===== src/rtl/rv32i_pkg.sv =====
// Shared RV32I encoding constants, operation ids, immediate formats and op decode table.
package rv32i_pkg;

  // Major opcodes.
  localparam logic [6:0] OpcOp     = 7'h33;
  localparam logic [6:0] OpcOpImm  = 7'h13;
  localparam logic [6:0] OpcLoad   = 7'h03;
  localparam logic [6:0] OpcStore  = 7'h23;
  localparam logic [6:0] OpcBranch = 7'h63;
  localparam logic [6:0] OpcJal    = 7'h6F;
  localparam logic [6:0] OpcJalr   = 7'h67;
  localparam logic [6:0] OpcLui    = 7'h37;
  localparam logic [6:0] OpcAuipc  = 7'h17;

  // ALU funct3.
  localparam logic [2:0] F3AddSub = 3'd0;
  localparam logic [2:0] F3Sll    = 3'd1;
  localparam logic [2:0] F3Slt    = 3'd2;
  localparam logic [2:0] F3Sltu   = 3'd3;
  localparam logic [2:0] F3Xor    = 3'd4;
  localparam logic [2:0] F3SrlSra = 3'd5;
  localparam logic [2:0] F3Or     = 3'd6;
  localparam logic [2:0] F3And    = 3'd7;

  // Branch funct3.
  localparam logic [2:0] F3Beq  = 3'd0;
  localparam logic [2:0] F3Bne  = 3'd1;
  localparam logic [2:0] F3Blt  = 3'd4;
  localparam logic [2:0] F3Bge  = 3'd5;
  localparam logic [2:0] F3Bltu = 3'd6;
  localparam logic [2:0] F3Bgeu = 3'd7;

  // Load/store width funct3.
  localparam logic [2:0] F3Byte  = 3'd0;
  localparam logic [2:0] F3Half  = 3'd1;
  localparam logic [2:0] F3Word  = 3'd2;
  localparam logic [2:0] F3ByteU = 3'd4;
  localparam logic [2:0] F3HalfU = 3'd5;

  localparam logic [6:0] F7Base = 7'h00;
  localparam logic [6:0] F7Alt  = 7'h20;

  // Operation ids as presented on in_op.
  localparam logic [5:0] OpLui   = 6'd0;
  localparam logic [5:0] OpAuipc = 6'd1;
  localparam logic [5:0] OpJal   = 6'd2;
  localparam logic [5:0] OpJalr  = 6'd3;
  localparam logic [5:0] OpBeq   = 6'd4;
  localparam logic [5:0] OpBne   = 6'd5;
  localparam logic [5:0] OpBlt   = 6'd6;
  localparam logic [5:0] OpBge   = 6'd7;
  localparam logic [5:0] OpBltu  = 6'd8;
  localparam logic [5:0] OpBgeu  = 6'd9;
  localparam logic [5:0] OpLb    = 6'd10;
  localparam logic [5:0] OpLh    = 6'd11;
  localparam logic [5:0] OpLw    = 6'd12;
  localparam logic [5:0] OpLbu   = 6'd13;
  localparam logic [5:0] OpLhu   = 6'd14;
  localparam logic [5:0] OpSb    = 6'd15;
  localparam logic [5:0] OpSh    = 6'd16;
  localparam logic [5:0] OpSw    = 6'd17;
  localparam logic [5:0] OpAddi  = 6'd18;
  localparam logic [5:0] OpSlti  = 6'd19;
  localparam logic [5:0] OpSltiu = 6'd20;
  localparam logic [5:0] OpXori  = 6'd21;
  localparam logic [5:0] OpOri   = 6'd22;
  localparam logic [5:0] OpAndi  = 6'd23;
  localparam logic [5:0] OpSlli  = 6'd24;
  localparam logic [5:0] OpSrli  = 6'd25;
  localparam logic [5:0] OpSrai  = 6'd26;
  localparam logic [5:0] OpAdd   = 6'd27;
  localparam logic [5:0] OpSub   = 6'd28;
  localparam logic [5:0] OpSll   = 6'd29;
  localparam logic [5:0] OpSlt   = 6'd30;
  localparam logic [5:0] OpSltu  = 6'd31;
  localparam logic [5:0] OpXor   = 6'd32;
  localparam logic [5:0] OpSrl   = 6'd33;
  localparam logic [5:0] OpSra   = 6'd34;
  localparam logic [5:0] OpOr    = 6'd35;
  localparam logic [5:0] OpAnd   = 6'd36;

  // ADDI x0, x0, 0: emitted in place of any rejected request.
  localparam logic [31:0] NopWord = 32'h0000_0013;

  // FmtR carries no immediate; the rest mirror the ISA immediate formats.
  typedef enum logic [2:0] {FmtR, FmtI, FmtS, FmtB, FmtU, FmtJ} fmt_e;

  typedef struct packed {
    logic       legal;
    fmt_e       fmt;
    logic       shamt;   // I-format whose immediate is a 5-bit shift amount
    logic [6:0] opcode;
    logic [2:0] funct3;
    logic [6:0] funct7;
  } op_info_t;

  function automatic op_info_t op_decode(input logic [5:0] op);
    op_info_t info;
    info = '{legal: 1'b1, fmt: FmtR, shamt: 1'b0, opcode: OpcOp, funct3: F3AddSub,
             funct7: F7Base};
    case (op)
      OpLui:   begin info.fmt = FmtU; info.opcode = OpcLui;   end
      OpAuipc: begin info.fmt = FmtU; info.opcode = OpcAuipc; end
      OpJal:   begin info.fmt = FmtJ; info.opcode = OpcJal;   end
      OpJalr:  begin info.fmt = FmtI; info.opcode = OpcJalr;  end
      OpBeq:   begin info.fmt = FmtB; info.opcode = OpcBranch; info.funct3 = F3Beq;  end
      OpBne:   begin info.fmt = FmtB; info.opcode = OpcBranch; info.funct3 = F3Bne;  end
      OpBlt:   begin info.fmt = FmtB; info.opcode = OpcBranch; info.funct3 = F3Blt;  end
      OpBge:   begin info.fmt = FmtB; info.opcode = OpcBranch; info.funct3 = F3Bge;  end
      OpBltu:  begin info.fmt = FmtB; info.opcode = OpcBranch; info.funct3 = F3Bltu; end
      OpBgeu:  begin info.fmt = FmtB; info.opcode = OpcBranch; info.funct3 = F3Bgeu; end
      OpLb:    begin info.fmt = FmtI; info.opcode = OpcLoad; info.funct3 = F3Byte;  end
      OpLh:    begin info.fmt = FmtI; info.opcode = OpcLoad; info.funct3 = F3Half;  end
      OpLw:    begin info.fmt = FmtI; info.opcode = OpcLoad; info.funct3 = F3Word;  end
      OpLbu:   begin info.fmt = FmtI; info.opcode = OpcLoad; info.funct3 = F3ByteU; end
      OpLhu:   begin info.fmt = FmtI; info.opcode = OpcLoad; info.funct3 = F3HalfU; end
      OpSb:    begin info.fmt = FmtS; info.opcode = OpcStore; info.funct3 = F3Byte; end
      OpSh:    begin info.fmt = FmtS; info.opcode = OpcStore; info.funct3 = F3Half; end
      OpSw:    begin info.fmt = FmtS; info.opcode = OpcStore; info.funct3 = F3Word; end
      OpAddi:  begin info.fmt = FmtI; info.opcode = OpcOpImm; info.funct3 = F3AddSub; end
      OpSlti:  begin info.fmt = FmtI; info.opcode = OpcOpImm; info.funct3 = F3Slt;    end
      OpSltiu: begin info.fmt = FmtI; info.opcode = OpcOpImm; info.funct3 = F3Sltu;   end
      OpXori:  begin info.fmt = FmtI; info.opcode = OpcOpImm; info.funct3 = F3Xor;    end
      OpOri:   begin info.fmt = FmtI; info.opcode = OpcOpImm; info.funct3 = F3Or;     end
      OpAndi:  begin info.fmt = FmtI; info.opcode = OpcOpImm; info.funct3 = F3And;    end
      OpSlli:  begin
        info.fmt = FmtI; info.opcode = OpcOpImm; info.funct3 = F3Sll; info.shamt = 1'b1;
      end
      OpSrli:  begin
        info.fmt = FmtI; info.opcode = OpcOpImm; info.funct3 = F3SrlSra; info.shamt = 1'b1;
      end
      OpSrai:  begin
        info.fmt = FmtI; info.opcode = OpcOpImm; info.funct3 = F3SrlSra; info.shamt = 1'b1;
        info.funct7 = F7Alt;
      end
      OpAdd:   info.funct3 = F3AddSub;
      OpSub:   begin info.funct3 = F3AddSub; info.funct7 = F7Alt; end
      OpSll:   info.funct3 = F3Sll;
      OpSlt:   info.funct3 = F3Slt;
      OpSltu:  info.funct3 = F3Sltu;
      OpXor:   info.funct3 = F3Xor;
      OpSrl:   info.funct3 = F3SrlSra;
      OpSra:   begin info.funct3 = F3SrlSra; info.funct7 = F7Alt; end
      OpOr:    info.funct3 = F3Or;
      OpAnd:   info.funct3 = F3And;
      default: info.legal = 1'b0;
    endcase
    return info;
  endfunction

endpackage


===== src/rtl/rv32i_imm_pack.sv =====
// Combinational op decode plus immediate packing: the inverse of an immediate generator.
// imm_word_o holds the immediate bits already placed at their instruction positions.
module rv32i_imm_pack
  import rv32i_pkg::*;
(
  input  logic [5:0]  op_i,
  input  logic [31:0] imm_i,
  output fmt_e        fmt_o,
  output logic [6:0]  opcode_o,
  output logic [2:0]  funct3_o,
  output logic [6:0]  funct7_o,
  output logic        legal_o,
  output logic        range_ok_o,
  output logic [31:0] imm_word_o
);

  op_info_t info;

  assign info     = op_decode(op_i);
  assign fmt_o    = info.fmt;
  assign opcode_o = info.opcode;
  assign funct3_o = info.funct3;
  assign funct7_o = info.funct7;
  assign legal_o  = info.legal;

  // Range check and bit scatter per immediate format.
  always_comb begin
    range_ok_o = 1'b1;
    imm_word_o = '0;
    case (info.fmt)
      FmtI: begin
        if (info.shamt) begin
          // Shift-immediates carry funct7 in the upper immediate bits.
          range_ok_o = (imm_i[31:5] == '0);
          imm_word_o = {info.funct7, imm_i[4:0], 20'b0};
        end else begin
          range_ok_o = (imm_i[31:12] == {20{imm_i[11]}});
          imm_word_o = {imm_i[11:0], 20'b0};
        end
      end
      FmtS: begin
        range_ok_o = (imm_i[31:12] == {20{imm_i[11]}});
        imm_word_o = {imm_i[11:5], 13'b0, imm_i[4:0], 7'b0};
      end
      FmtB: begin
        range_ok_o = (imm_i[31:13] == {19{imm_i[12]}}) && !imm_i[0];
        imm_word_o = {imm_i[12], imm_i[10:5], 13'b0, imm_i[4:1], imm_i[11], 7'b0};
      end
      FmtU: begin
        range_ok_o = (imm_i[11:0] == '0);
        imm_word_o = {imm_i[31:12], 12'b0};
      end
      FmtJ: begin
        range_ok_o = (imm_i[31:21] == {11{imm_i[20]}}) && !imm_i[0];
        imm_word_o = {imm_i[20], imm_i[10:1], imm_i[11], imm_i[19:12], 12'b0};
      end
      default: begin
        range_ok_o = 1'b1;
        imm_word_o = '0;
      end
    endcase
  end

endmodule


===== src/rtl/rv32i_instr_encoder.sv =====
// Symbolic RV32I request -> encoded instruction word and IMEM byte address.
// Two-stage valid/ready pipeline: stage 1 holds the decoded request, stage 2 the output word.
module rv32i_instr_encoder
  import rv32i_pkg::*;
#(
  parameter int unsigned       ADDR_W    = 32,
  parameter logic [ADDR_W-1:0] BASE_ADDR = '0
) (
  input  logic              clock,
  input  logic              reset,
  input  logic              in_valid,
  output logic              in_ready,
  input  logic [5:0]        in_op,
  input  logic [4:0]        in_rd,
  input  logic [4:0]        in_rs1,
  input  logic [4:0]        in_rs2,
  input  logic [31:0]       in_imm,
  input  logic              in_last,
  output logic              out_valid,
  input  logic              out_ready,
  output logic [31:0]       out_instr,
  output logic [ADDR_W-1:0] out_addr,
  output logic              out_err,
  output logic              out_last
);

  // Decode of the incoming request.
  fmt_e        dec_fmt;
  logic [6:0]  dec_opcode;
  logic [2:0]  dec_funct3;
  logic [6:0]  dec_funct7;
  logic        dec_legal;
  logic        dec_range_ok;
  logic [31:0] dec_imm_word;

  rv32i_imm_pack u_imm_pack (
    .op_i       (in_op),
    .imm_i      (in_imm),
    .fmt_o      (dec_fmt),
    .opcode_o   (dec_opcode),
    .funct3_o   (dec_funct3),
    .funct7_o   (dec_funct7),
    .legal_o    (dec_legal),
    .range_ok_o (dec_range_ok),
    .imm_word_o (dec_imm_word)
  );

  // Stage 1 state.
  logic        s1_valid_q, s1_valid_d;
  fmt_e        s1_fmt_q, s1_fmt_d;
  logic [6:0]  s1_opcode_q, s1_opcode_d;
  logic [2:0]  s1_funct3_q, s1_funct3_d;
  logic [6:0]  s1_funct7_q, s1_funct7_d;
  logic        s1_ok_q, s1_ok_d;
  logic [31:0] s1_imm_word_q, s1_imm_word_d;
  logic [4:0]  s1_rd_q, s1_rd_d;
  logic [4:0]  s1_rs1_q, s1_rs1_d;
  logic [4:0]  s1_rs2_q, s1_rs2_d;
  logic        s1_last_q, s1_last_d;

  // Stage 2 state and address counter.
  logic              s2_valid_q, s2_valid_d;
  logic [31:0]       s2_instr_q, s2_instr_d;
  logic [ADDR_W-1:0] s2_addr_q, s2_addr_d;
  logic              s2_err_q, s2_err_d;
  logic              s2_last_q, s2_last_d;
  logic [ADDR_W-1:0] addr_cnt_q, addr_cnt_d;

  logic        s2_adv;
  logic        s1_adv;
  logic        s1_load;
  logic [31:0] asm_word;

  assign s2_adv   = !s2_valid_q || out_ready;
  assign s1_adv   = s1_valid_q && s2_adv;
  assign in_ready = !s1_valid_q || s2_adv;
  assign s1_load  = in_valid && in_ready;

  assign out_valid = s2_valid_q;
  assign out_instr = s2_instr_q;
  assign out_addr  = s2_addr_q;
  assign out_err   = s2_err_q;
  assign out_last  = s2_last_q;

  // Field assembly from the stage-1 request; only fields used by the format are inserted.
  always_comb begin
    asm_word = s1_imm_word_q | {25'b0, s1_opcode_q};
    case (s1_fmt_q)
      FmtR: asm_word = asm_word | {s1_funct7_q, s1_rs2_q, s1_rs1_q, s1_funct3_q, s1_rd_q, 7'b0};
      FmtI: asm_word = asm_word | {12'b0, s1_rs1_q, s1_funct3_q, s1_rd_q, 7'b0};
      FmtS,
      FmtB: asm_word = asm_word | {7'b0, s1_rs2_q, s1_rs1_q, s1_funct3_q, 12'b0};
      FmtU,
      FmtJ: asm_word = asm_word | {20'b0, s1_rd_q, 7'b0};
      default: asm_word = asm_word;
    endcase
    if (!s1_ok_q) begin
      asm_word = NopWord;
    end
  end

  // Next-state for both pipeline stages and the address counter.
  always_comb begin
    s1_valid_d    = s1_valid_q;
    s1_fmt_d      = s1_fmt_q;
    s1_opcode_d   = s1_opcode_q;
    s1_funct3_d   = s1_funct3_q;
    s1_funct7_d   = s1_funct7_q;
    s1_ok_d       = s1_ok_q;
    s1_imm_word_d = s1_imm_word_q;
    s1_rd_d       = s1_rd_q;
    s1_rs1_d      = s1_rs1_q;
    s1_rs2_d      = s1_rs2_q;
    s1_last_d     = s1_last_q;
    s2_valid_d    = s2_valid_q;
    s2_instr_d    = s2_instr_q;
    s2_addr_d     = s2_addr_q;
    s2_err_d      = s2_err_q;
    s2_last_d     = s2_last_q;
    addr_cnt_d    = addr_cnt_q;

    if (s1_load) begin
      s1_valid_d    = 1'b1;
      s1_fmt_d      = dec_fmt;
      s1_opcode_d   = dec_opcode;
      s1_funct3_d   = dec_funct3;
      s1_funct7_d   = dec_funct7;
      s1_ok_d       = dec_legal && dec_range_ok;
      s1_imm_word_d = dec_imm_word;
      s1_rd_d       = in_rd;
      s1_rs1_d      = in_rs1;
      s1_rs2_d      = in_rs2;
      s1_last_d     = in_last;
    end else if (s1_adv) begin
      s1_valid_d = 1'b0;
    end

    if (s2_adv) begin
      s2_valid_d = s1_valid_q;
      if (s1_valid_q) begin
        s2_instr_d = asm_word;
        s2_addr_d  = addr_cnt_q;
        s2_err_d   = !s1_ok_q;
        s2_last_d  = s1_last_q;
        // A program's last word restarts numbering for whatever follows it.
        addr_cnt_d = s1_last_q ? BASE_ADDR : addr_cnt_q + ADDR_W'(4);
      end
    end
  end

  // Stage-1 register.
  always_ff @(posedge clock) begin
    if (reset) begin
      s1_valid_q    <= 1'b0;
      s1_fmt_q      <= FmtR;
      s1_opcode_q   <= '0;
      s1_funct3_q   <= '0;
      s1_funct7_q   <= '0;
      s1_ok_q       <= 1'b0;
      s1_imm_word_q <= '0;
      s1_rd_q       <= '0;
      s1_rs1_q      <= '0;
      s1_rs2_q      <= '0;
      s1_last_q     <= 1'b0;
    end else begin
      s1_valid_q    <= s1_valid_d;
      s1_fmt_q      <= s1_fmt_d;
      s1_opcode_q   <= s1_opcode_d;
      s1_funct3_q   <= s1_funct3_d;
      s1_funct7_q   <= s1_funct7_d;
      s1_ok_q       <= s1_ok_d;
      s1_imm_word_q <= s1_imm_word_d;
      s1_rd_q       <= s1_rd_d;
      s1_rs1_q      <= s1_rs1_d;
      s1_rs2_q      <= s1_rs2_d;
      s1_last_q     <= s1_last_d;
    end
  end

  // Stage-2 output register and address counter.
  always_ff @(posedge clock) begin
    if (reset) begin
      s2_valid_q <= 1'b0;
      s2_instr_q <= '0;
      s2_addr_q  <= BASE_ADDR;
      s2_err_q   <= 1'b0;
      s2_last_q  <= 1'b0;
      addr_cnt_q <= BASE_ADDR;
    end else begin
      s2_valid_q <= s2_valid_d;
      s2_instr_q <= s2_instr_d;
      s2_addr_q  <= s2_addr_d;
      s2_err_q   <= s2_err_d;
      s2_last_q  <= s2_last_d;
      addr_cnt_q <= addr_cnt_d;
    end
  end

endmodule

===== config.mk =====
export PLATFORM = sky130hd
export DESIGN_NAME = rv32i_instr_encoder
export DESIGN_NICKNAME = d
export VERILOG_FILES = /design/src/rtl/rv32i_pkg.sv /design/src/rtl/rv32i_imm_pack.sv /design/src/rtl/rv32i_instr_encoder.sv
export SDC_FILE = /design/constraint.sdc
export NUM_CORES = 1
export LEC_CHECK = 0
export BUFFER_PORTS_ARGS = -buffer_cell sky130_fd_sc_hd__buf_2
export CAP_MARGIN = 10
export CORE_MARGIN = 2
export CORE_UTILIZATION = 50
export CTS_CLUSTER_SIZE = 10
export DETAILED_ROUTE_END_ITERATION = 8
export PLACE_DENSITY = 0.73
export SLEW_MARGIN = 10
export SYNTH_ARGS = -nofsm -noshare
export SYNTH_HDL_FRONTEND = slang
export SYNTH_SLANG_ARGS = --single-unit
export TNS_END_PERCENT = 20

===== constraint.sdc =====
create_clock -name clock -period 5.35 [get_ports clock]
set_input_delay 0.8025 -clock clock [delete_from_list [all_inputs] [get_ports clock]]
set_output_delay 0.8025 -clock clock [all_outputs]
set_load 0.02 [all_outputs]

**Yosys cells after proc, flatten, opt, wreduce, memory -nomap -nowiden**

Cells that the tools add are included.

- Bits in registers: 169
- Bits of input ports: 58
- Logic and storage cells: 122

- Add/subtract/negate cells: 1
- Equal/unequal tests: 49
- Reductions and logical operators: 35
- Muxes and demuxes: 15
- Bitwise operators: 5

Operators with widths:

| operator | count |
|---|---|
| $pmux 32 s5 | 1 |
| $pmux 32 s4 | 1 |
| $eq 6x5->1 const B | 16 |
| $mux 32 | 3 |
| $pmux 7 s8 | 1 |
| $eq 6x4->1 const B | 8 |
| $reduce_or 37->1 | 1 |
| $add 32x3->32 const B | 1 |
| $or 32x12->32 | 1 |
| $or 32x20->32 | 1 |
| $or 32x25->32 | 1 |
| $or 32x32->32 | 1 |
| $or 32x7->32 | 1 |
| $eq 6x6->1 const B | 5 |
| $logic_not 27->1 | 1 |
| $eq 6x3->1 const B | 4 |
| $pmux 3 s7 | 1 |
| $eq 20x20->1 | 1 |
| $eq 19x19->1 | 1 |
| $pmux 3 s5 | 1 |
| $reduce_or 15->1 | 1 |
| $reduce_or 3->1 | 5 |
| $eq 3x2->1 const B | 4 |
| $eq 3x3->1 const B | 4 |
| 20 further kinds | 40 |

**Depth between registers and ports, before layout**

Gate-level depths: netlist of the first run.

- Word-level depth: 6
- Gate-level depth with buffers: 8
- Depth with buffers taken out: 7

**Cells and area by module**

A second synthesis of the first run with hierarchy kept.

- Cells, all modules: 972
- Area, all modules: 7534.7 µm²

By module, submodules not included:

| module | area each (µm²) | times used | cells each | seq. area each (µm²) |
|---|---|---|---|---|
| rv32i_instr_encoder | 6414.9 | 1 | 789 | 3303.2 |
| rv32i_imm_pack | 1119.8 | 1 | 183 | 0.0 |

**Least setup slack after synthesis of the first run**

No wires, ideal clock.

- Kind: input to register
- Start point: in in_op[3]
- End point: reg s1_imm_word_q[10]
- Buffers on the path: 1
- Library setup time: 0.065 ns
- Path slack: 3.034 ns
- Data required time: 5.285 ns
- Stages on the path: 6
- Arrival: 2.250 ns
- Cells stage by stage: buf_4 -> or3b_1 -> a211o_1 -> a2111oi_4 -> a22oi_1 -> nor2_1

- Cells in the longest elaborated chain, start to end: 5
- Elaborated cells between the ends (all ways): 38
- Those cells by class: 31 x eq/ne; 2 x mux; 5 x reduce/logical

Ends and longest elaborated chain:

| what | line | source |
|---|---|---|
| from (decl) | rv32i_instr_encoder.sv:13 | `input logic [5:0] in_op,` |
| $eq 6x2->1, or another cell as far along | rv32i_pkg.sv:101 | `case (op)` |
| $reduce_or 15->1 (no line), or another cell as far along | n/a |  |
| $pmux 3 s5 * | rv32i_pkg.sv:101 |  |
| $eq 3x3->1, or another cell as far along | rv32i_imm_pack.sv:30 | `case (info.fmt)` |
| $pmux 32 s5 * | rv32i_imm_pack.sv:30 |  |
| to (signal assigned) | rv32i_instr_encoder.sv:172 | `s1_imm_word_q <= s1_imm_word_d;` |
| to (decl) | rv32i_instr_encoder.sv:55 | `logic [31:0] s1_imm_word_q, s1_imm_word_d;` |

Every way passes the cells marked *; elsewhere a longest branch is shown, timed or not.
A chain may end at the register's enable or synchronous reset.

**Final worst setup path of the first run**

- Start point: reg s1_valid_q
- End point: reg addr_cnt_q[26]

- Cells in the longest elaborated chain, start to end: 1

Ends and longest elaborated chain:

| what | line | source |
|---|---|---|
| from (decl) | rv32i_instr_encoder.sv:49 | `logic s1_valid_q, s1_valid_d;` |
| from (signal assigned) | rv32i_instr_encoder.sv:166 | `s1_valid_q <= s1_valid_d;` |
| $reduce_and 2->1 (no line) | n/a |  |
| to (signal assigned) | rv32i_instr_encoder.sv:195 | `addr_cnt_q <= addr_cnt_d;` |
| to (decl) | rv32i_instr_encoder.sv:67 | `logic [ADDR_W-1:0] addr_cnt_q, addr_cnt_d;` |

No other way between the ends.

==> results.yml, run 1 <==
placed_design:
  io_buffer_count: 123
  post-place-ws_ns: 2.471
  detailed_place_hpwl_mm: 11.90
  place_congestion: 0.9228
clock_network:
  postCtsHoldBufs: 0
  worst_skew_pair.late_latency_ns: 0.42
  post_cts.repair.setup_buffers: 0
  tritoncts: "yes"
  cts.sinks: 150
  max-clock-path-buffers: 2
  ctsHtreeMaxLevel: 4
  cts-root-buf: "sky130_fd_sc_hd__clkbuf_16"
  tritoncts_buffers: 17
  cts.clk_slew.worst_paths_ns: 0.06
  cts.repair.resized: 0
sta:
  hold-worst-slack_ns: 0.4474
  worst_slew_pin_slew_ns: 1.144
  finalClockSkew_ns: 0.006424
  layout_worst_path_cycle_share_pct: 47.67
  timing.fmax_mhz: 392.1
  final_max_slew_viol_count: 0
  grt_setup_unrepaired: "false"
  timing.setup.tns_ns: 0
  final.min_clock_period_ns: 2.550
  hold_viol_final: 0
  timing.final.ws_setup_ns: 2.800
  setup_failing_eps_final: 0
  maxSlewHeadroom_pct: 23.59
layout:
  finish.utilization_pct: 60.43
  register_area_mm2: 0.003003
  fillerInstances: 1276
  insertedDiodeCount: 0
  finish.net_count: 981
  layout-area-overhead-vs-synth_pct: 18.60
  share_of_final_layout_standard_cells_stronger_than_drive_strength_1_pct: 18.95
  multi_input_comb_area_mm2: 0.003411
global_routing:
  vias_in_the_first_global_route: 5901
  grt_start_max_net_pins: 79
  global_route.usage.total_pct: 25.06
  total_overflow_reported_by_the_global_router: 0
  grt_pass1_wl_mm: 29.00
  antenna_found_initial: 0
die:
  core_area_mm2: 0.01314
  die_width_um: 119.7
  die_area_mm2: 0.01433
  io-pin-count: 126
  placement_rows: 42
  initial_utilization_pct: 50.95
  die_h_um: 119.7
logic_synthesis:
  syn-cell-area_mm2: 0.006694
  synth_edf_count: 0
  synth-warning-count: 0
  syn_area_per_cell_um2: 7.988
  synth-seq-cells: 150
  synth_top_flop_cell: "sky130_fd_sc_hd__dfxtp_1"
  synth_async_sr_flop_share_pct: 0
  gate_count_of_the_mapped_netlist: 838
  ys_seq_area_share_pct: 44.86
  ys_types: 67
drt:
  ant_nets: 0
  detail_route.drc_violations: 0
  post_dr_wirelength_cell_um: 15.94
  detailedRoute.firstPassIterationCount: 5
  routed_wirelength_mm: 17.69
  vias_per_cell: 5.741
  drt_first_iter_violations: 525
  routed-via-count: 6372
worst_setup_path:
  worst-r2r-setup-slack_ns: 2.80
  startpoint_to_endpoint_class_of_the_critical_path: "reg -> reg"
  reg2reg_depth: 5
  startpoint_type: "register"
  timing.critical_path.arrival_ns: 2.86
  worstPathMaxFanout: 35
  startpoint: "s1_valid_q"
  crit_required_ns: 5.66
  critical_path.endpoint_type: "register"
  r2r_start: "s1_valid_q"
  r2r-end: "addr_cnt_q[26]"
hold_path:
  timing.hold.worst_path_depth: 2
  min_from: "out_instr[17]"
  holdCritPathClass: "reg -> reg"
  hold-path-endpoint: "out_instr[17]"
status:
  status: "complete, no violations"
power_and_ir_drop:
  vdd_ir_drop_max_v: 0.0002187
  power.leakage_nw: 3.033
  p_per_area_mw_per_mm2: 326.7
run:
  maxCapViolCount: 0
[state kept, by name, indices dropped and copies added, names as in the netlist]
name	cells
s1_fmt_q	3
s1_rd_q	5
addr_cnt_q	30
s1_ok_q	1
out_addr	30
s1_funct3_q	3
out_instr	31
s1_rs2_q	5
out_valid	1
out_err	1
s1_funct7_q	1
s1_last_q	1
s1_rs1_q	5
s1_opcode_q	6
s1_imm_word_q	25
out_last	1
s1_valid_q	1
[stage by stage]
| step | std cells | total power [mW] | cell area, um2 |
|---|---|---|---|
| 4_1_cts | 1110 | 2.606 | 7939 |
| 6_report | 1110 | 2.594 | 7939 |
| 5_1_grt | 1110 | 2.685 | 7939 |
| 3_3_place_gp | 1078 | 1.394 | 7331 |
| 3_5_place_dp | 1078 | 1.395 | 7331 |
| 2_1_floorplan | 839 | 1.323 | 6698 |
[critical path, cell delays in order, from the launching register on]
cell and delay (ns):
sky130_fd_sc_hd__dfxtp_1 0.50, sky130_fd_sc_hd__inv_1 0.16, sky130_fd_sc_hd__nor2_4 0.65, sky130_fd_sc_hd__a21o_1 0.79, sky130_fd_sc_hd__nor2_1 0.08, sky130_fd_sc_hd__a41o_1 0.27
[layer usage]
metal	GRT usage [%]	share of wire (%)	vias to the layer above
li1	-	-	3117
met1	32.57	44	2987
met2	40.54	48	235
met3	5.703	6.3	33
met4	9.779	2.1	0
met5	0	0	-
[kinds of logic after synthesis]
kind of cell             share of synthesized area, %
XOR/XNOR                                        2.879
flip-flops                                      44.86
multiplexers                                   0.6168
other                                         0.05602
AND/OR/NAND/NOR                                 26.13
buffers and inverters                           4.598
adder cells (fa/ha/maj)                        0.5420
AO/OA/AOI/OAI                                   20.32
[how the worst max path moves through the flow]
stage                                    to  slack, ns  cells after the start
after floorplan           s1_imm_word_q[10]       3.03                      6
after global placement       addr_cnt_q[25]       2.50                      6
after detailed placement     addr_cnt_q[26]       2.47                      6
after CTS                    addr_cnt_q[26]       2.79                      5
after global routing         addr_cnt_q[25]       2.54                      5
final                        addr_cnt_q[26]       2.80                      5
[synth_stat cells (3+ instances only)]
cell type                   instances  area [um2]
sky130_fd_sc_hd__and3_1             3       18.77
sky130_fd_sc_hd__nand2b_1           5       31.28
sky130_fd_sc_hd__xnor2_1           15       131.4
sky130_fd_sc_hd__a22oi_1           24       180.2
sky130_fd_sc_hd__and4_1             5       43.79
sky130_fd_sc_hd__nand4_1           13       81.33
sky130_fd_sc_hd__o31ai_1            3       22.52
sky130_fd_sc_hd__a21o_1             4       30.03
sky130_fd_sc_hd__a2bb2oi_1          6       52.55
sky130_fd_sc_hd__or3_1              7       43.79
sky130_fd_sc_hd__o21ai_0           12       60.06
sky130_fd_sc_hd__nor2_1            94       352.8
sky130_fd_sc_hd__a31oi_1            6       37.54
sky130_fd_sc_hd__nor2b_1           16       100.1
sky130_fd_sc_hd__buf_4              4       30.03
sky130_fd_sc_hd__and2_1             5       31.28
sky130_fd_sc_hd__o211ai_1           9       67.56
sky130_fd_sc_hd__nor4_1            15       93.84
sky130_fd_sc_hd__nor3_1            26       130.1
sky130_fd_sc_hd__mux2i_1            3       30.03
sky130_fd_sc_hd__clkbuf_1          41       153.9
sky130_fd_sc_hd__a211oi_1           3       22.52
sky130_fd_sc_hd__buf_1             14       52.55
sky130_fd_sc_hd__a221oi_1          10       87.58
sky130_fd_sc_hd__xor2_1             7       61.31
sky130_fd_sc_hd__a21oi_1          101       505.5
sky130_fd_sc_hd__buf_2              6       30.03
sky130_fd_sc_hd__inv_1             11       41.29
sky130_fd_sc_hd__nand2_1          143       536.8
sky130_fd_sc_hd__a21boi_0           3       22.52
sky130_fd_sc_hd__nand3_1           22       110.1
sky130_fd_sc_hd__o22ai_1            3       18.77
sky130_fd_sc_hd__dfxtp_1          150        3003
[report_power, final]
group	leakage (nW)	switching, mW	internal [mW]
sequential	1.22	0.0159	1.14
combinational	1.52	0.145	0.0714
clock	0.295	0.466	0.754
total	3.03	0.627	1.97
[area by class of cell]
class / count / share of cell area (%)
multi-input combinational: 613 / 42.96
inverter: 11 / 0.5201
sequential: 150 / 37.83
clock inverter: 13 / 1.954
tap: 176 / 2.774
timing repair buffer: 128 / 8.258
clock buffer: 19 / 5.705
[cells in the final DEF (no fill, tap or decap), drive strengths merged, types with 4 or more instances in the layout]
master / netlist / layout
dfxtp: 150 / 150
nand2: 143 / 143
buf: 24 / 128
a21oi: 102 / 102
nor2: 94 / 94
nor3: 26 / 26
a22oi: 24 / 24
nand3: 22 / 22
clkbuf: 41 / 19
nor4: 17 / 17
nor2b: 16 / 16
xnor2: 15 / 15
nand4: 13 / 13
o21ai: 12 / 12
inv: 11 / 11
a221oi: 10 / 10
o211ai: 9 / 9
or3: 7 / 7
xor2: 7 / 7
clkinv: 0 / 7
a31oi: 6 / 6
a2bb2oi: 6 / 6
and2: 5 / 5
nand2b: 5 / 5
and4: 5 / 5
a21o: 4 / 4
No activity file was read; power rests on OpenSTA's default activity.
==> run 2, diff against run 1 <==
clock period = 2.55 ns   (was 5.35 ns; I/O delays follow)
==> results.yml, run 2 (same netlist as run 1, synthesis figures left out) <==
status:
  status: "complete, no violations"
power_and_ir_drop:
  vdd_ir_drop_max_v: 0.0004637
  p_per_area_mw_per_mm2: 684.7
  netSwitchingFraction_pct: 23.72
  net_switching_power_mw: 1.314
  power.share.combinational_pct: 8.5
  power.sequential.fraction_pct: 43.9
  clockPowerShare_pct: 47.7
  internal_power_mw: 4.227
  power.leakage_nw: 3.115
sta:
  maxSlewHeadroom_pct: 56.46
  grt_setup_unrepaired: "false"
  hold_viol_final: 0
  final.min_clock_period_ns: 2.080
  hold-worst-slack_ns: 0.1879
  worst_slew_pin_slew_ns: 0.6522
  final_max_slew_viol_count: 0
  timing.fmax_mhz: 480.7
  setup_failing_eps_final: 0
  finalClockSkew_ns: 0.008296
  timing.setup.tns_ns: 0
  layout_worst_path_cycle_share_pct: 81.57
drt:
  routed-via-count: 6283
  routed_wirelength_mm: 17.57
  ant_nets: 0
  vias_per_cell: 5.585
  post_dr_wirelength_cell_um: 15.61
  detail_route.drc_violations: 0
  detailedRoute.firstPassIterationCount: 5
  drt_first_iter_violations: 366
clock_network:
  cts.clk_slew.worst_paths_ns: 0.06
  tritoncts_buffers: 17
  cts.repair.resized: 0
  postCtsHoldBufs: 0
  tritoncts: "yes"
  post_cts.repair.setup_buffers: 0
  max-clock-path-buffers: 2
  ctsHtreeMaxLevel: 4
  cts-root-buf: "sky130_fd_sc_hd__clkbuf_16"
  cts.sinks: 150
  worst_skew_pair.late_latency_ns: 0.43
worst_setup_path:
  worst-r2r-setup-slack_ns: 0.47
  r2r-end: "addr_cnt_q[26]"
  reg2reg_depth: 5
  startpoint_to_endpoint_class_of_the_critical_path: "reg -> reg"
  r2r_start: "s1_valid_q"
  startpoint_type: "register"
  startpoint: "s1_valid_q"
  worstPathMaxFanout: 12
  critical_path.endpoint_type: "register"
  crit_required_ns: 2.88
  timing.critical_path.arrival_ns: 2.41
global_routing:
  grt_pass1_wl_mm: 28.59
  grt_start_max_net_pins: 70
  antenna_found_initial: 0
  global_route.usage.total_pct: 24.98
  vias_in_the_first_global_route: 5822
  total_overflow_reported_by_the_global_router: 0
hold_path:
  hold-path-endpoint: "s1_rd_q[4]"
  min_from: "in_rd[4]"
  timing.hold.worst_path_depth: 3
  holdCritPathClass: "in -> reg"
layout:
  share_of_final_layout_standard_cells_stronger_than_drive_strength_1_pct: 19.92
  commonest_non_fill_non_tap_cells_in_the_layout: "sky130_fd_sc_hd__dfxtp_1, sky130_fd_sc_hd__nand2_1, sky130_fd_sc_hd__buf_2"
  number_of_standard_cells_in_the_layout_taps_in_and_fillers_out: 1125
  insertedDiodeCount: 0
  layout-area-overhead-vs-synth_pct: 20.90
  layout.cells.most_common: "sky130_fd_sc_hd__dfxtp_1"
  largest_register_ffs: 31
  finish.net_count: 996
die:
  die_width_um: 119.7
  placement_rows: 42
  die_h_um: 119.7
  io-pin-count: 126
  die_area_mm2: 0.01433
  core_area_mm2: 0.01314
  initial_utilization_pct: 50.95
placed_design:
  io_buffer_count: 123
  detailed_place_hpwl_mm: 12.52
  place_congestion: 0.9214
  placed_cells_incl_taps: 1093
run:
  maxCapViolCount: 0
[run 2: cell count changes in the layout (fill, tap and decap cells not counted)]
cell	delta
sky130_fd_sc_hd__buf_4	+13
sky130_fd_sc_hd__clkinv_2	-4
sky130_fd_sc_hd__clkbuf_1	+3
sky130_fd_sc_hd__buf_12	+2
sky130_fd_sc_hd__bufinv_16	+1
sky130_fd_sc_hd__clkbuf_8	-1
sky130_fd_sc_hd__inv_6	+1
[run 2: critical path, cell delays in order, from the launching register on]
cell,delay [ns]
sky130_fd_sc_hd__dfxtp_1,0.49
sky130_fd_sc_hd__inv_1,0.15
sky130_fd_sc_hd__or3_1,0.56
sky130_fd_sc_hd__nor4_2,0.42
sky130_fd_sc_hd__a31oi_1,0.15
sky130_fd_sc_hd__a41o_1,0.21
[run 2: worst max path at each step]
stage / to / slack, ns / depth (start not counted)
after floorplan: s1_imm_word_q[10] / 0.65 / 6
after global placement: s1_imm_word_q[8] / 0.39 / 6
after detailed placement: s1_imm_word_q[9] / 0.39 / 6
after CTS: addr_cnt_q[26] / 0.47 / 5
after global routing: addr_cnt_q[26] / 0.26 / 6
final: addr_cnt_q[26] / 0.47 / 5
[run 2: layout make-up]
type	instances	area (um2)
Tap cell	176	220.2
Sequential cell	150	3003
Multi-Input combinational cell	613	3411
Fill cell	1227	5045
Timing Repair Buffer	143	793.3
Inverter	11	41.29
Clock buffer	21	450.4
Clock inverter	11	173.9
[run 2: metrics by stage]
| stage | area, um2 | total power, mW | utilization, % | setup slack, ns |
|---|---|---|---|---|
| 4_1_cts | 8093 | 5.572 | 61.60 | 0.4749 |
| 6_report | 8093 | 5.541 | 61.60 | 0.4699 |
| 3_3_place_gp | 7468 | 2.945 | 56.85 | 0.3904 |
| 5_1_grt | 8093 | 5.723 | 61.60 | 0.2622 |
| 2_1_floorplan | 6698 | 2.776 | - | 0.6544 |
| 3_5_place_dp | 7468 | 2.946 | 56.85 | 0.3934 |
[run 2: power by group through the flow]
stage	logic, mW	registers (mW)	clock network (mW)
detailed placement	0.463	2.48	0
global route	0.517	2.44	2.77
floorplan	0.299	2.48	0
global placement	0.465	2.48	0
CTS	0.467	2.43	2.67
finish	0.468	2.43	2.64
[run 2: layer usage]
layer  GRT usage, %  routed length, um  vias to the layer above
met1          32.06               7833                     2891
li1               -                  -                     3160
met2          40.32               8206                      198
met4          10.51                513                        0
met3          5.941               1012                       34
met5              0                  0                        -
==> run 3, diff against run 2 <==
PLACE_DENSITY = 0.76   (was 0.73)
clock period = 1.9 ns   (was 2.55 ns; I/O delays follow)
==> results.yml, run 3 (same netlist as run 1, synthesis figures left out) <==
sta:
  final_max_slew_viol_count: 0
  maxSlewHeadroom_pct: 64.04
  timing.fmax_mhz: 554.5
  timing.final.ws_setup_ns: 0.09660
  finalClockSkew_ns: 0.006399
  hold_viol_final: 0
  layout_worst_path_cycle_share_pct: 94.92
  timing.setup.tns_ns: 0
  grt_setup_unrepaired: "false"
  final.min_clock_period_ns: 1.803
  setup_failing_eps_final: 0
  worst_slew_pin_slew_ns: 0.5393
  hold-worst-slack_ns: 0.1016
clock_network:
  cts.clk_slew.worst_paths_ns: 0.06
  post_cts.repair.setup_buffers: 0
  ctsHtreeMaxLevel: 4
  cts.sinks: 150
  cts-root-buf: "sky130_fd_sc_hd__clkbuf_16"
  tritoncts: "yes"
  cts.repair.resized: 0
  tritoncts_buffers: 17
  postCtsHoldBufs: 0
  worst_skew_pair.late_latency_ns: 0.42
  max-clock-path-buffers: 2
die:
  die_width_um: 119.7
  core_area_mm2: 0.01314
  placement_rows: 42
  io-pin-count: 126
  initial_utilization_pct: 50.95
  die_h_um: 119.7
  die_area_mm2: 0.01433
drt:
  ant_nets: 0
  routed_wirelength_mm: 18.59
  vias_per_cell: 5.631
  detail_route.drc_violations: 0
  detailedRoute.firstPassIterationCount: 5
  drt_first_iter_violations: 629
  post_dr_wirelength_cell_um: 15.76
  routed-via-count: 6644
layout:
  fillerInstances: 1178
  largest_register_ffs: 31
  finish.net_count: 1054
  layout-area-overhead-vs-synth_pct: 26.99
  layout.cells.most_common: "sky130_fd_sc_hd__dfxtp_1"
  commonest_non_fill_non_tap_cells_in_the_layout: "sky130_fd_sc_hd__dfxtp_1, sky130_fd_sc_hd__nand2_1, sky130_fd_sc_hd__buf_2"
  finish.utilization_pct: 64.70
  insertedDiodeCount: 0
  share_of_final_layout_standard_cells_stronger_than_drive_strength_1_pct: 25.00
worst_setup_path:
  worst-r2r-setup-slack_ns: 0.1
  r2r_start: "addr_cnt_q[25]"
  reg2reg_depth: 5
  critical_path.endpoint_type: "register"
  startpoint_type: "register"
  timing.critical_path.arrival_ns: 2.15
  r2r-end: "addr_cnt_q[30]"
  startpoint_to_endpoint_class_of_the_critical_path: "reg -> reg"
  crit_required_ns: 2.25
  worstPathMaxFanout: 7
power_and_ir_drop:
  p_total_mw: 7.116
  vdd_ir_drop_max_v: 0.0006025
  p_per_area_mw_per_mm2: 837.1
  power.leakage_nw: 3.395
global_routing:
  total_overflow_reported_by_the_global_router: 0
  vias_in_the_first_global_route: 6196
  global_route.usage.total_pct: 26.40
  grt_pass1_wl_mm: 30.31
  grt_start_max_net_pins: 50
  antenna_found_initial: 0
placed_design:
  post-place-ws_ns: -0.06779
  io_buffer_count: 123
  place_congestion: 0.9073
  detailed_place_hpwl_mm: 13.59
hold_path:
  hold-path-endpoint: "s1_rs2_q[3]"
  min_from: "in_rs2[3]"
  holdCritPathClass: "in -> reg"
  timing.hold.worst_path_depth: 3
run:
  maxCapViolCount: 0
status:
  status: "complete, no violations"
## run 3: cell type report
type | count | area, um2 | share of cell area (%)
inverters | 11 | 41.29 | 0.4857
repair buffers | 201 | 1241 | 14.60
clock buffers | 25 | 505.5 | 5.946
clock inverters | 4 | 45.04 | 0.5299
well taps | 176 | 220.2 | 2.591
flip-flops and latches | 150 | 3003 | 35.33
multi-input cells | 613 | 3445 | 40.52
## run 3: worst max path at each step
stage	start	endpoint	slack [ns]	cells after the start
4_1_cts	addr_cnt_q[7]	addr_cnt_q[30]	0.08	5
5_1_grt	addr_cnt_q[15]	addr_cnt_q[30]	0.009	5
6_report	addr_cnt_q[25]	addr_cnt_q[30]	0.1	5
3_3_place_gp	in_op[2]	s1_imm_word_q[10]	-0.02	6
2_1_floorplan	out_valid	s1_imm_word_q[12]	0.09	6
3_5_place_dp	in_op[2]	s1_imm_word_q[10]	-0.07	6
## run 3: where the power goes
group	switching, mW	internal [mW]	total [mW]
Sequential	0.0462	3.21	3.26
Combinational	0.431	0.280	0.710
Clock	1.20	1.95	3.14
## run 3: metal layers
layer / GRT usage, % / up-vias / share of wire [%]
met5: 0 / - / 0
met4: 7.132 / 0 / 1.3
met3: 5.371 / 24 / 6.0
met2: 45.07 / 231 / 49
met1: 34.01 / 3115 / 43
li1: - / 3274 / -
## run 3: worst max-delay path: stages (launching register included)
cell                      delay, ns
sky130_fd_sc_hd__dfxtp_1       0.43
sky130_fd_sc_hd__and4_1        0.27
sky130_fd_sc_hd__and2_1        0.18
sky130_fd_sc_hd__nand4_1       0.17
sky130_fd_sc_hd__or4_1         0.51
sky130_fd_sc_hd__a21oi_1       0.16
## run 3: metrics by stage
| stage | cells | cell area (um2) |
|---|---|---|
| after floorplan | 839 | 6698 |
| after global placement | 1151 | 7916 |
| after detailed placement | 1151 | 7916 |
| after CTS | 1180 | 8467 |
| after global routing | 1180 | 8501 |
| final | 1180 | 8501 |
